### config.mk
export PLATFORM = sky130hd
export DESIGN_NAME = fab_reset_sequencer
export DESIGN_NICKNAME = d
export VERILOG_FILES = /design/src/rtl/fab_reset_sequencer.sv
export SDC_FILE = /design/constraint.sdc
export NUM_CORES = 1
export LEC_CHECK = 0
export CAP_MARGIN = 20
export CORE_MARGIN = 2
export CORE_UTILIZATION = 40
export DETAILED_ROUTE_END_ITERATION = 8
export HOLD_SLACK_MARGIN = 0.08
export PLACE_DENSITY = 0.59
export SLEW_MARGIN = 30
export SYNTH_ARGS = -nofsm -noshare
export SYNTH_HDL_FRONTEND = slang
export SYNTH_SLANG_ARGS = --single-unit
### constraint.sdc
create_clock -name CLK_BASE -period 5.05 [get_ports CLK_BASE]
set_input_delay 0.7575 -clock CLK_BASE [delete_from_list [all_inputs] [get_ports CLK_BASE]]
set_output_delay 0.7575 -clock CLK_BASE [all_outputs]
set_load 0.05 [all_outputs]
### src/rtl/fab_reset_sequencer.sv
// Fabric reset sequencer feeding CoreResetP FAB_RESET_N: waits for a stable CCC lock,
// then INIT_DONE/MSS_READY, and releases USER_RESET_N after a fixed delay.
module fab_reset_sequencer #(
  parameter int SYNC_STAGES        = 2,
  parameter int LOCK_STABLE_CYCLES = 1024,
  parameter int DEBOUNCE_CYCLES    = 50000,
  parameter int READY_TIMEOUT      = 65535,
  parameter int USER_RST_DELAY     = 16,
  parameter int CNT_W              = 20
) (
  input  logic       CLK_BASE,
  input  logic       POWER_ON_RESET_N,
  input  logic       PB_RESET_N,
  input  logic       FAB_CCC_LOCK,
  input  logic       INIT_DONE,
  input  logic       MSS_READY,
  output logic       FAB_RESET_N,
  output logic       USER_RESET_N,
  output logic [2:0] STATE,
  output logic [7:0] LOCK_LOST_CNT,
  output logic [3:0] TIMEOUT_CNT
);

  typedef enum logic [2:0] {
    WAIT_LOCK  = 3'd0,
    RELEASE    = 3'd1,
    USER_DELAY = 3'd2,
    RUN        = 3'd3,
    HOLD       = 3'd4
  } state_t;

  localparam logic [CNT_W-1:0] LOCK_LAST  = CNT_W'(LOCK_STABLE_CYCLES - 1);
  localparam logic [CNT_W-1:0] DB_LAST    = CNT_W'(DEBOUNCE_CYCLES - 1);
  localparam logic [CNT_W-1:0] TMO_LAST   = CNT_W'(READY_TIMEOUT - 1);
  localparam logic [CNT_W-1:0] DELAY_LAST = CNT_W'(USER_RST_DELAY - 1);

  // Bit order {pb, ready, init, lock}; the button idles released (high).
  localparam logic [3:0] SYNC_RST = 4'b1000;

  logic [3:0] async_in;
  logic [3:0] sync_out;

  assign async_in = {PB_RESET_N, MSS_READY, INIT_DONE, FAB_CCC_LOCK};

  genvar gi;
  generate
    for (gi = 0; gi < 4; gi++) begin : g_sync
      logic [SYNC_STAGES-1:0] chain_reg;

      always_ff @(posedge CLK_BASE or negedge POWER_ON_RESET_N) begin
        if (!POWER_ON_RESET_N) begin
          chain_reg <= {SYNC_STAGES{SYNC_RST[gi]}};
        end else begin
          chain_reg <= {chain_reg[SYNC_STAGES-2:0], async_in[gi]};
        end
      end

      assign sync_out[gi] = chain_reg[SYNC_STAGES-1];
    end
  endgenerate

  logic lock_sync;
  logic init_sync;
  logic ready_sync;
  logic pb_sync;

  assign lock_sync  = sync_out[0];
  assign init_sync  = sync_out[1];
  assign ready_sync = sync_out[2];
  assign pb_sync    = sync_out[3];

  // Push-button debounce: any bounce back to the accepted level restarts the count.
  logic             pb_db_reg;
  logic             pb_db_next;
  logic [CNT_W-1:0] db_cnt_reg;
  logic [CNT_W-1:0] db_cnt_next;

  always_comb begin
    pb_db_next  = pb_db_reg;
    db_cnt_next = '0;
    if (pb_sync != pb_db_reg) begin
      if (db_cnt_reg == DB_LAST) begin
        pb_db_next  = pb_sync;
        db_cnt_next = '0;
      end else begin
        db_cnt_next = db_cnt_reg + CNT_W'(1);
      end
    end
  end

  always_ff @(posedge CLK_BASE or negedge POWER_ON_RESET_N) begin
    if (!POWER_ON_RESET_N) begin
      pb_db_reg  <= 1'b1;
      db_cnt_reg <= '0;
    end else begin
      pb_db_reg  <= pb_db_next;
      db_cnt_reg <= db_cnt_next;
    end
  end

  logic lock_prev_reg;

  always_ff @(posedge CLK_BASE or negedge POWER_ON_RESET_N) begin
    if (!POWER_ON_RESET_N) begin
      lock_prev_reg <= 1'b0;
    end else begin
      lock_prev_reg <= lock_sync;
    end
  end

  state_t           state_reg;
  state_t           state_next;
  logic [CNT_W-1:0] cnt_reg;
  logic [CNT_W-1:0] cnt_next;
  logic [7:0]       lost_reg;
  logic [7:0]       lost_next;
  logic [3:0]       tmo_reg;
  logic [3:0]       tmo_next;
  logic             fab_rst_n_reg;
  logic             fab_rst_n_next;
  logic             user_rst_n_reg;
  logic             user_rst_n_next;
  logic             active;
  logic             lock_fall;
  logic             both_ready;

  assign active     = (state_reg == RELEASE) || (state_reg == USER_DELAY) || (state_reg == RUN);
  assign lock_fall  = lock_prev_reg & ~lock_sync;
  assign both_ready = init_sync & ready_sync;

  always_comb begin
    state_next = state_reg;
    cnt_next   = cnt_reg;
    lost_next  = lost_reg;
    tmo_next   = tmo_reg;

    // Lock loss is logged even when a button press wins the transition.
    if (active && lock_fall && (lost_reg != 8'hFF)) begin
      lost_next = lost_reg + 8'd1;
    end

    if (active && !pb_db_reg) begin
      state_next = HOLD;
      cnt_next   = '0;
    end else if (active && !lock_sync) begin
      state_next = WAIT_LOCK;
      cnt_next   = '0;
    end else begin
      case (state_reg)
        WAIT_LOCK: begin
          if (!pb_db_reg) begin
            state_next = HOLD;
            cnt_next   = '0;
          end else if (!lock_sync) begin
            cnt_next = '0;
          end else if (cnt_reg == LOCK_LAST) begin
            state_next = RELEASE;
            cnt_next   = '0;
          end else begin
            cnt_next = cnt_reg + CNT_W'(1);
          end
        end
        RELEASE: begin
          if (both_ready) begin
            state_next = USER_DELAY;
            cnt_next   = '0;
          end else if (cnt_reg == TMO_LAST) begin
            state_next = WAIT_LOCK;
            cnt_next   = '0;
            if (tmo_reg != 4'hF) begin
              tmo_next = tmo_reg + 4'd1;
            end
          end else begin
            cnt_next = cnt_reg + CNT_W'(1);
          end
        end
        USER_DELAY: begin
          if (cnt_reg == DELAY_LAST) begin
            state_next = RUN;
            cnt_next   = '0;
          end else begin
            cnt_next = cnt_reg + CNT_W'(1);
          end
        end
        RUN: begin
          if (!both_ready) begin
            state_next = RELEASE;
            cnt_next   = '0;
          end
        end
        HOLD: begin
          cnt_next = '0;
          if (pb_db_reg) begin
            state_next = WAIT_LOCK;
          end
        end
        default: begin
          state_next = WAIT_LOCK;
          cnt_next   = '0;
        end
      endcase
    end

    // Resets are decoded from the next state so they move on the same edge as STATE.
    fab_rst_n_next  = (state_next == RELEASE) || (state_next == USER_DELAY) ||
                      (state_next == RUN);
    user_rst_n_next = (state_next == RUN);
  end

  always_ff @(posedge CLK_BASE or negedge POWER_ON_RESET_N) begin
    if (!POWER_ON_RESET_N) begin
      state_reg      <= WAIT_LOCK;
      cnt_reg        <= '0;
      lost_reg       <= '0;
      tmo_reg        <= '0;
      fab_rst_n_reg  <= 1'b0;
      user_rst_n_reg <= 1'b0;
    end else begin
      state_reg      <= state_next;
      cnt_reg        <= cnt_next;
      lost_reg       <= lost_next;
      tmo_reg        <= tmo_next;
      fab_rst_n_reg  <= fab_rst_n_next;
      user_rst_n_reg <= user_rst_n_next;
    end
  end

  assign FAB_RESET_N   = fab_rst_n_reg;
  assign USER_RESET_N  = user_rst_n_reg;
  assign STATE         = state_reg;
  assign LOCK_LOST_CNT = lost_reg;
  assign TIMEOUT_CNT   = tmo_reg;

endmodule
Yosys cells after proc, flatten, opt, wreduce, memory -nomap -nowiden. Cells that the tools add are included.

Bits in registers: 67. Input port bits: 6.

Reductions and logical operators: 13. Muxes and demuxes: 23. $add $sub $neg: 4. Bitwise operators: 6. Equal/unequal tests: 15.

Operators with widths (count): 20-bit two-way mux (11); 20-bit case mux with 4 select lines (1); 20-bit by 1-bit adder with 20-bit output, second input constant (2); 20-bit by 16-bit equality test with 1-bit output, second input constant (2); 3-bit two-way mux (10); 20-bit by 10-bit equality test with 1-bit output, second input constant (1); 20-bit by 4-bit equality test with 1-bit output, second input constant (1); 3-bit case mux with 5 select lines (1); 3-bit by 2-bit equality test with 1-bit output, second input constant (4); 8-bit by 1-bit adder with 8-bit output, second input constant (1); 8-bit inequality test, second input constant (1); 3-bit by 1-bit equality test with 1-bit output, second input constant (2); 6-bit AND reduction (1); 4-bit by 1-bit adder with 4-bit output, second input constant (1); 1-bit logical AND (4); 1-bit logical OR (4); 4-bit by 2-bit inequality test with 1-bit output, second input constant (1); 4-bit inequality test, second input constant (1); 1-bit NOT (4); 3-bit equality test, second input constant (1); 3-bit logical NOT (1); 1-bit AND (2); 1-bit logical NOT (2); 2-bit AND reduction (1); 1-bit inequality test (1).

Logic depth before layout (Yosys ltp). Gate-level depths: netlist (run 1).

Depth in word-level cells: 10. Depth in mapped cells: 8. Mapped depth without buffers: 6.

Worst setup path before layout (run 1). No wires, ideal clock.

Path kind: register to register. From: register state_reg[0], in the netlist STATE[0]. To: register tmo_reg[1], in the netlist TIMEOUT_CNT[1]. Buffers on the path: 1. Stages on the path, launching flop included: 5. Arrival time: 2.041 ns. Clock period less this slack: 2.166 ns. Setup time: 0.125 ns. Data required time: 4.925 ns. Slack: 2.884 ns. Cells stage by stage: dfrtp_1 > buf_6 > o31ai_1 > and4_1 > mux2_2.

Longest elaborated chain between the ends: 6. Elaborated cells between the ends (all ways): 10. Classes of those cells: eq/ne: 3; bitwise: 2; reduce/logical: 5.

RTL lines: start, declared (RTL line 111) `state_t state_reg;`; start signal, assigned (RTL line 219) `state_reg <= state_next;`; 3-bit by 1-bit equality test with 1-bit output or 3-bit by 2-bit equality test with 1-bit output (tied branches) (RTL line 127, 149); 1-bit logical OR (2 in a row) (RTL line 127) `assign active = (state_reg == RELEASE) || (state_reg == USER_DELAY) || (state_reg == RUN);`; 1-bit logical AND (on tied branches) (RTL line 145, 142); 1-bit NOT (no source line); 6-bit AND reduction (no source line) (*); end signal, assigned (RTL line 222) `tmo_reg <= tmo_next;`; end, declared (RTL line 117) `logic [3:0] tmo_reg;`.

Every way passes the cells marked *; elsewhere a longest branch is shown, timed or not. A chain may end at the register's enable or synchronous reset.

Worst setup path in the final report (run 1).
From: register cnt_reg[0]. To: register cnt_reg[11].

Longest elaborated chain between the ends: 7. Elaborated cells between the ends (all ways): 13. Classes of those cells: add/sub: 1; eq/ne: 3; mux: 9.

RTL lines: start, declared (RTL line 113) `logic [CNT_W-1:0] cnt_reg;`; start signal, assigned (RTL line 220) `cnt_reg <= cnt_next;`; 20-bit by 1-bit adder with 20-bit output or 20-bit by 10-bit equality test with 1-bit output (tied branches); 20-bit two-way mux (RTL line 156) `end else if (cnt_reg == LOCK_LAST) begin`; 20-bit two-way mux (RTL line 154) `end else if (!lock_sync) begin`; 20-bit two-way mux (RTL line 151) `if (!pb_db_reg) begin`; 20-bit case mux with 4 select lines (*) (RTL line 149) `case (state_reg)`; 20-bit two-way mux (*) (RTL line 145) `end else if (active && !lock_sync) begin`; 20-bit two-way mux (*) (RTL line 142) `if (active && !pb_db_reg) begin`.

Marked as above.

==> results.md, run 1 <==
* Status: finished, final reports clean
* Crit path kind: flip-flop to flip-flop
* Max IR drop VDD at 0.1908 mV
* Comb pwr share at 2.0%
* Worst EP arrival at about 2.8 ns
* Final ANT Viol Nets at 0
* P_int at 0.7844 mW
* Clk Latency, worst-skew pair at between 0.3 and 0.4 ns
* Worst flop-to-flop path startpoint: cnt_reg[0]
* I/O Buffers at 22
* Vias at 2427
* Root Driver: clkbuf_8
* Sw Share at 23.90%
* Ys Warns at 0
* Clock Skew at approximately 0.0085 ns
* Final setup violation count at 0
* RSZ-0062 raised after global routing: false
* Final Hold Vio Count at 0
* Syn nets at 337
* Slew headroom at between 40% and 50%
* Total iterations of the first detailed-routing run at 4
* Antenna diode count at 0
* R2R Setup Slk at about 2.5 ns
* Largest cells by area after synthesis: dfrtp_1 (48%), xnor2_1 (5.8%), xor2_1 (5.0%), nand2_1 (4.7%), nor2_1 (4.0%)
* Post-CTS Setup Inserts at 0
* Post-DP HPWL at 4.254 mm
* Tmin final at 2.517 ns
* Async SR Flop Fraction at 100.0%
* Register area share after synthesis at 50.26%
* Share of power burned in registers at 52.9%
* Post-synthesis cell area at ~0.0033 mm²
* Post-CTS Hold Fix Bufs at 0
* Unique masters post-synth at 48
* Clock buffer depth at 2
* Post-synth top area share at 47.90%
* GR Overflow Total at 0
* Dpl ws at around 2.3 ns
* Worst-path clk slew at 0.08 ns
* Crit. Startpoint: cnt_reg[0]
* CP Capture Type: flip-flop
* Hold Path Class: input pin to asynchronous set/reset pin
* Ys flop type: dfrtp_1
* # Max-Cap Violations at 0
* Routed length per placed instance at 13.51 µm
* Post-Synthesis Cells at between 300 and 400
* Slowest CP cell: a2111oi_2
* PnR worst setup slack at 2.533 ns
* Post-CTS sizing at 0
* Period utilization at 49.84%
* Detailed Route WL at approximately 6.2 mm
* Crit Reg-Reg Endpoint: cnt_reg[11]
* DRT iter0 DRCs at 139
* Post-synth EDFFs at 0
* Required @ worst endpoint at 5.31 ns
* Most frequent cell after synthesis: dfrtp_1
* CORE AREA at between 0.008 and 0.009 mm²
* DRC violations left at 0
* Max Freq at 397.3 MHz
* Share of cells above drive strength 1 at 12.64%
* Setup tns final at 0 ns
* H-tree depth at 3
* Clock buffer count from CTS at 9
* Largest net degree at the start of global routing at 58
* Critical Path End: cnt_reg[11]
* Placer congestion estimate at 0.8060
* Lkg Pwr at 1.609 nW
* Area grow syn2layout at 15.08%
* CTS tree: done
* DR vias/cell at 5.265
* Power per Cell Area at between 200 and 300 mW/mm²
* Slew @ Worst Pin at roughly 0.86 ns
* Vias in the first global route at about 2.4k
* Total power at 1.031 mW
* Critical path launch point type: flip-flop
* Clk network pwr share at 45.1%
* DIE AREA at around 0.0091 mm²
* Antenna violations before repair at 0
* Fin. max-slew vios at 0
* Switch Pwr at 0.2463 mW
* Slowest stage delay, CP at about 0.7 ns
* Worst-path maximum fanout at 11
* Synthesized flop and latch total at 67
* Synthesized area per cell at 10.26 µm²
* Global-route wire length before repair at 11.27 mm
* Clock Sinks at 67
* Synth top cells by count: dfrtp_1 (64), nand2_1 (42), nor2_1 (36)
* Yosys top cell by area: dfrtp_1
* Worst r2r path cells at 7
* Row count at 33
* Die X at 95.42 µm
* Total GRT Usage at 15.94%
* Starting density of the core at 40.89%
* Die Ht at about 95 µm
* I/O pin total at 23
* NumNets Final at 362
* CP Cell Sequence: ha_1 > nand3_1 > nor4_4 > a2111oi_2 > o31ai_4 > buf_8 > o21ai_0
cell families (layout without fill, tap and decap cells):
logic type | Yosys count | count (layout) | share of synthesized area (%)
simple gates | 155 | 155 | 23.73
flops | 67 | 67 | 50.26
xor+xnor | 41 | 41 | 10.74
compound gates | 38 | 38 | 9.169
buf+inv | 16 | 46 | 2.956
fa+ha+maj | 5 | 5 | 1.871
mux | 4 | 4 | 1.272
critical path: cells and delay by family (launching register included):
kind            cells  cell delay, ns
buf+inv             1            0.24
compound gates      3            1.15
fa+ha+maj           1            0.33
simple gates        2            0.27
flops               1            0.43
layer usage:
layer / vias to the layer above / track usage [%] / wire length, µm
li1: 1203 / - / -
met1: 1177 / 21.27 / 3051
met2: 39 / 24.53 / 2865
met3: 8 / 4.743 / 223
met4: 0 / 6.071 / 87
met5: - / 0 / 0
area by class of cell:
class	count	area, µm²
Fill cell	795	4328
Sequential cell	67	1680
Tap cell	105	131.4
Multi-Input combinational cell	243	1564
Clock buffer	9	123.9
Clock inverter	7	83.83
Timing Repair Buffer	25	245.2
Inverter	5	18.77
per-stage QoR:
stage | instance area, µm² | hold WS [ns] | instances | utilization [%]
6_report | 3847 | 0.2571 | 461 | 47.06
3_5_place_dp | 3625 | 0.3347 | 444 | 44.34
3_3_place_gp | 3625 | 0.3316 | 444 | 44.34
4_1_cts | 3832 | 0.2502 | 460 | 46.88
2_1_floorplan | 3343 | 0.3312 | 326 | -
5_1_grt | 3847 | 0.2544 | 461 | 47.06
cell usage in the layout (no fill, tap or decap), types with 6 or more instances in the layout:
cell type	synthesis	layout
nand3_1	22	22
o21ai_2	10	10
nand4_1	13	13
xor2_1	19	19
and3_1	11	11
clkdlybuf4s50_1	0	21
dfrtp_1	64	64
xnor2_1	22	22
nor4_1	7	7
o21ai_0	6	6
clkbuf_8	0	9
nand2_1	42	42
nor2_1	36	36
power by group through the flow:
stage,sequential [mW],clock (mW),combinational [mW]
2_1_floorplan,0.555,0,0.00582
3_3_place_gp,0.556,0,0.0214
3_5_place_dp,0.556,0,0.0215
4_1_cts,0.545,0.479,0.0216
5_1_grt,0.546,0.510,0.0243
6_report,0.545,0.465,0.0202
how the worst min path moves through the flow:
stage | startpoint | endpoint | slack (ns) | cells after the start
floorplan | g_sync[0].chain_reg[0] | g_sync[0].chain_reg[1] | 0.33 | 0
global placement | g_sync[0].chain_reg[0] | g_sync[0].chain_reg[1] | 0.33 | 0
detailed placement | g_sync[2].chain_reg[0] | g_sync[2].chain_reg[1] | 0.33 | 0
CTS | POWER_ON_RESET_N | cnt_reg[2] | 0.25 | 1
global route | POWER_ON_RESET_N | cnt_reg[3] | 0.25 | 1
finish | POWER_ON_RESET_N | cnt_reg[2] | 0.26 | 1
(Power assumes the default switching activity.)
==> run 2: changes to the inputs <==
- PLACE_DENSITY: 0.59 -> 0.61
- clock period: 5.05 -> 2.3 ns (I/O delays scaled with it)
==> results.md, run 2 (synthesis results as in run 1) <==
* Tmin final at 2.153 ns (-0.3644 ns)
* Detailed Route WL at 6.528 mm (+4.8%)
* Max Freq at 464.6 MHz (+17%)
* Clock buffer depth at 2 (unchanged)
* Global-route wire length before repair at 11.06 mm (-1.9%)
* Hold Startpoint: g_sync[1].chain_reg[0]
* Worst flop-to-flop path startpoint: cnt_reg[4]
* Vias at 2468 (+1.7%)
* NumNets Final at 372 (+2.8%)
* CTS tree: done
* Placer congestion estimate at 0.8591 (+6.6%)
* Die X at 95.42 µm (unchanged)
* Final ANT Viol Nets at 0 (unchanged)
* Status: finished, final reports clean
* Fin. max-slew vios at 0 (unchanged)
* Sw Share at 23.62% (-0.28 points)
* I/O pin total at 23 (unchanged)
* Period utilization at 93.59% (+44 points)
* Row count at 33 (unchanged)
* Share of cells above drive strength 1 at 15.03% (+2.4 points)
* Antenna violations before repair at 0 (unchanged)
* Slew headroom at 59.64% (+17 points)
* Share of power burned in registers at 53.0% (about the same)
* Area grow syn2layout at 18.00%
* Slowest CP cell: a21oi_1
* P_int at 1.725 mW (+120%)
* RSZ-0062 raised after global routing: false
* Crit path kind: flip-flop to flip-flop
* Crit. Startpoint: cnt_reg[4]
* DRT iter0 DRCs at 75 (-46%)
* Leading cell type in the layout, fill and taps excluded: dfrtp_1
* PnR worst setup slack at 0.1475 ns (-2.386 ns)
* Required @ worst endpoint at 2.56 ns (-2.75 ns)
* Worst-path maximum fanout at 10 (-1)
* Slowest stage delay, CP at 0.51 ns (-0.19 ns)
* Post-layout util at 48.26% (+1.2 points)
* Post-DP HPWL at 4.623 mm (+8.7%)
* Hold Path Class: flip-flop to flip-flop
* Clk network pwr share at 44.8% (-0.3 points)
* Total power at 2.259 mW (+120%)
* Comb pwr share at 2.2% (+0.2 points)
* Slew @ Worst Pin at 0.6053 ns (-0.2505 ns)
* H-tree depth at 3 (unchanged)
* # Max-Cap Violations at 0 (unchanged)
* Most frequent cells in the layout: dfrtp_1 (64), nand2_1 (42), nor2_1 (36)
* Lkg Pwr at 1.662 nW (+3.3%)
* Dpl ws at 0.09762 ns (-2.186 ns)
* CORE AREA at 0.008175 mm² (unchanged)
* Clock buffer count from CTS at 9 (unchanged)
* Total iterations of the first detailed-routing run at 4 (unchanged)
* Worst EP arrival at 2.41 ns (-0.36 ns)
* Clock Skew at 0.01106 ns (+0.002518 ns)
* Post-CTS Setup Inserts at 0 (unchanged)
* GR Overflow Total at 0 (unchanged)
* Starting density of the core at 40.89% (unchanged)
* Worst-path clk slew at 0.08 ns (about the same)
* Final setup violation count at 0 (unchanged)
* Most Frequent Cell on Critical Path: and4_2
* Clk Latency, worst-skew pair at 0.35 ns (about the same)
* Vias in the first global route at 2341 (-2.0%)
* Max IR drop VDD at 0.3916 mV (+110%)
* I/O Buffers at 22 (unchanged)
* Critical path launch point type: flip-flop
* Clock Sinks at 67 (unchanged)
* CP Cell Sequence: and4_2 > and4_2 > a21oi_1 > o31ai_4 > buf_4 > o211ai_1
* DR vias/cell at 5.240 (-0.47%)
* Die Ht at 95.42 µm (unchanged)
* Largest net degree at the start of global routing at 31 (-47%)
* DIE AREA at 0.009105 mm² (unchanged)
* DRC violations left at 0 (unchanged)
* Switch Pwr at 0.5336 mW (+120%)
* Setup tns final at 0 ns (unchanged)
* Root Driver: clkbuf_8
* CP Capture Type: flip-flop
* Total GRT Usage at 15.86% (-0.079 points)
* Final Hold Vio Count at 0 (unchanged)
* Power per Cell Area at 572.6 mW/mm² (+110%)
* Routed length per placed instance at 13.86 µm (+2.6%)
* Antenna diode count at 0 (unchanged)
==> run 2: cell count changes in the layout (fill, tap and decap cells not counted), sizes merged <==
cell         previous run  this run
buf                     4        13
inv                     8         9
clkinv                  2         1
dlygate4sd3             0         1
==> run 2: what timing repair did <==
action                                 4_1_cts  5_1_grt
setup endpoints to repair                    0        9
gates resized for setup                      0        2
hold buffers                                 1        0
endpoints found under the hold margin       12        0
==> run 2: final timing paths <==
check | cells after the start | slack, ns | endpoint
max in group asynchronous | 3 | 1.18 | g_sync[3].chain_reg[0]
min in group asynchronous | 2 | 0.44 | TIMEOUT_CNT[3]
max reg2reg | 6 | 0.15 | cnt_reg[6]
min reg2reg | 0 | 0.35 | g_sync[1].chain_reg[1]
max | 6 | 0.15 | cnt_reg[6]
min | 0 | 0.35 | g_sync[1].chain_reg[1]
==> run 2: through the flow <==
stage	hold slack, ns	cells	instance area [µm²]
2_1_floorplan	0.04941	326	3343
3_3_place_gp	0.2793	454	3712
3_5_place_dp	0.2811	454	3712
4_1_cts	0.3542	471	3926
5_1_grt	0.3692	471	3945
6_report	0.3516	471	3945
==> run 2: final cells by class <==
| class | count | area, µm² |
|---|---|---|
| Sequential cell | 67 | 1680 |
| Clock inverter | 7 | 80.08 |
| Fill cell | 770 | 4230 |
| Clock buffer | 9 | 123.9 |
| Inverter | 5 | 18.77 |
| Timing Repair Buffer | 35 | 327.8 |
| Tap cell | 105 | 131.4 |
| Multi-Input combinational cell | 243 | 1583 |
==> run 2: per-layer routing <==
metal | track usage, % | vias to the layer above | part of all wire [%]
met2 | 25.00 | 40 | 48
li1 | - | 1226 | -
met3 | 3.874 | 10 | 3.3
met1 | 20.89 | 1192 | 47
met5 | 0 | - | 0
met4 | 6.786 | 0 | 1.9
==> run 2: critical path: cells and delay by family (launching register included) <==
family | cells | cell delay, ns
simple gates | 2 | 0.59
compound gates | 3 | 0.83
flops | 1 | 0.43
buf+inv | 1 | 0.21
==> run 2: power groups by stage <==
stage | clock network, mW | registers, mW | logic, mW
floorplan | 0 | 1.22 | 0.0128
finish | 1.01 | 1.20 | 0.0504
detailed placement | 0 | 1.22 | 0.0517
CTS | 1.04 | 1.20 | 0.0532
global placement | 0 | 1.22 | 0.0517
global route | 1.10 | 1.20 | 0.0593
==> run 3: changes to the inputs <==
- GPL_TIMING_DRIVEN: default -> 0
- HOLD_SLACK_MARGIN: 0.08 -> 0.05
==> results.md, run 3 (synthesis results as in run 1) <==
* Total iterations of the first detailed-routing run at 4 (unchanged)
* H-tree depth at 3 (unchanged)
* Most frequent cells in the layout: dfrtp_1 (63), nand2_1 (42), nor2_1 (36)
* DIE AREA at 0.009105 mm² (unchanged)
* Total GRT Usage at 15.95% (+0.081 points)
* Setup tns final at 0 ns (unchanged)
* Starting density of the core at 40.89% (unchanged)
* Design area at 0.003951 mm² (+0.16%)
* Clock Skew at 0.007663 ns (-0.003401 ns)
* Hold Startpoint: g_sync[0].chain_reg[0]
* Hold Path Class: flip-flop to flip-flop
* Required @ worst endpoint at 2.50 ns (-0.06 ns)
* Leading cell type in the layout, fill and taps excluded: dfrtp_1
* Vias in the first global route at 2387 (+2.0%)
* Slowest CP cell: or4_4
* Status: finished, final reports clean
* Clock buffer depth at 2 (unchanged)
* Max Freq at 459.1 MHz (-1.2%)
* Non-filler cells, final at 473 (+0.42%)
* RSZ-0062 raised after global routing: false
* CTS tree: done
* NumNets Final at 374 (+0.54%)
* Slowest stage delay, CP at 0.55 ns (+0.04 ns)
* Period utilization at 94.70% (+1.1 points)
* Clk Latency, worst-skew pair at 0.34 ns (about the same)
* Final ANT Viol Nets at 0 (unchanged)
* Placer congestion estimate at 0.7827 (-8.9%)
* Worst flop-to-flop path startpoint: cnt_reg[4]
* Max IR drop VDD at 0.3752 mV (-4.2%)
* Largest delay contributor family on the critical path: simple AND/OR/NAND/NOR gates
* Vias at 2457 (-0.45%)
* Global-route wire length before repair at 11.25 mm (+1.7%)
* Detailed Route WL at 6.225 mm (-4.6%)
* Die X at 95.42 µm (unchanged)
* Area grow syn2layout at 18.19%
* Fin. max-slew vios at 0 (unchanged)
* DRC violations left at 0 (unchanged)
* Antenna violations before repair at 0 (unchanged)
* DRT iter0 DRCs at 95 (+27%)
* Worst-path clk slew at 0.08 ns (about the same)
* Critical path launch point type: flip-flop
* Crit. Startpoint: cnt_reg[4]
* Slew headroom at 45.05% (-15 points)
* Hold Path Cell Cnt at 0 (unchanged)
* Slew @ Worst Pin at 0.8168 ns (+0.2115 ns)
* Power per Cell Area at 536.8 mW/mm² (-6.3%)
* Root Driver: clkbuf_8
* Share of cells above drive strength 1 at 14.67% (-0.35 points)
* Largest net degree at the start of global routing at 50 (+61%)
* Post-DP HPWL at 4.401 mm (-4.8%)
* CP Cell Sequence: or4_4 > nor4_4 > a2111oi_4 > o31ai_4 > buf_4 > o211ai_1
* Placed Instances at 454 (unchanged)
* CP Capture Type: flip-flop
* Clock buffer count from CTS at 9 (unchanged)
* I/O pin total at 23 (unchanged)
* Routed length per placed instance at 13.16 µm (-5.0%)
* I/O Buffers at 22 (unchanged)
* Worst-path maximum fanout at 6 (-4)
* Dpl cell area at 0.003720 mm² (+0.20%)
* Clock Sinks at 67 (unchanged)
* # Max-Cap Violations at 0 (unchanged)
* Crit path kind: flip-flop to flip-flop
* Levels on crit path at 6 (unchanged)
* DR vias/cell at 5.195 (-0.87%)
* Worst r2r path cells at 6 (unchanged)
* Total power at 2.121 mW (-6.1%)
* Antenna diode count at 0 (unchanged)
* Final Hold Vio Count at 0 (unchanged)
* Tmin final at 2.178 ns (+0.02557 ns)
* Final setup violation count at 0 (unchanged)
* Die Ht at 95.42 µm (unchanged)
* Lkg Pwr at 1.671 nW (+0.53%)
* GR Overflow Total at 0 (unchanged)
* Worst Path Buf+Inv at 1 (unchanged)
* Worst EP arrival at 2.38 ns (-0.03 ns)
* Row count at 33 (unchanged)
* CORE AREA at 0.008175 mm² (unchanged)
[run 3: cell count changes in the layout (fill, tap and decap cells not counted), moves of 2 or more]
cell / before / now
clkinv_4: 0 / 2
buf_4: 11 / 4
o311ai_0: 5 / 3
dlygate4sd1_1: 0 / 2
o311ai_1: 0 / 2
clkbuf_1: 0 / 4
buf_6: 0 / 3
[run 3: final cells by class]
type	count	area, µm²
plain buffers	11	80.08
multi-input cells	243	1592
inverters	5	18.77
fillers	776	4224
clock buffers	10	127.6
repair buffers	26	270.3
flip-flops and latches	67	1682
well taps	105	131.4
clock inverters	6	50.05
[run 3: path summary, 6_finish.rpt]
| path | to | slack (ns) |
|---|---|---|
| hold / removal | g_sync[0].chain_reg[1] | 0.35 |
| min in group asynchronous | cnt_reg[9] | 0.42 |
| setup / recovery | cnt_reg[6] | 0.12 |
| setup reg to reg | cnt_reg[6] | 0.12 |
| max in group asynchronous | pb_db_reg | 1.31 |
| hold reg to reg | g_sync[0].chain_reg[1] | 0.35 |
[run 3: stage by stage]
stage	utilization, %	hold slack [ns]	worst slack, ns
finish	48.33	0.3523	0.1219
global route	48.33	0.3638	0.001034
CTS	48.19	0.3555	0.08904
detailed placement	45.50	0.2468	-0.2340
global placement	45.19	0.3334	-1.399
floorplan	-	0.04941	0.1341
[run 3: where the power goes]
group | leakage, nW | switching, mW | internal, mW | total [mW]
Clock | 0.0835 | 0.469 | 0.402 | 0.871
Combinational | 0.688 | 0.0332 | 0.0192 | 0.0524
Sequential | 0.900 | 0.00688 | 1.19 | 1.20
Total | 1.67 | 0.509 | 1.61 | 2.12
[run 3: timing repair]
| action | CTS | global route |
|---|---|---|
| setup endpoints to repair | 21 | 21 |
| gates resized for setup | 2 | 5 |
| pin swaps | 1 | 2 |
| setup buffers | 2 | 0 |
| hold endpoints to repair | 18 | 0 |
| hold buffers | 1 | 0 |
[run 3: layer usage]
layer	up-vias	track usage, %	share of wire, %
met3	10	4.032	2.6
met5	-	0	0
met4	0	6.071	1.4
met2	21	24.82	47
met1	1190	21.49	49
li1	1236	-	-
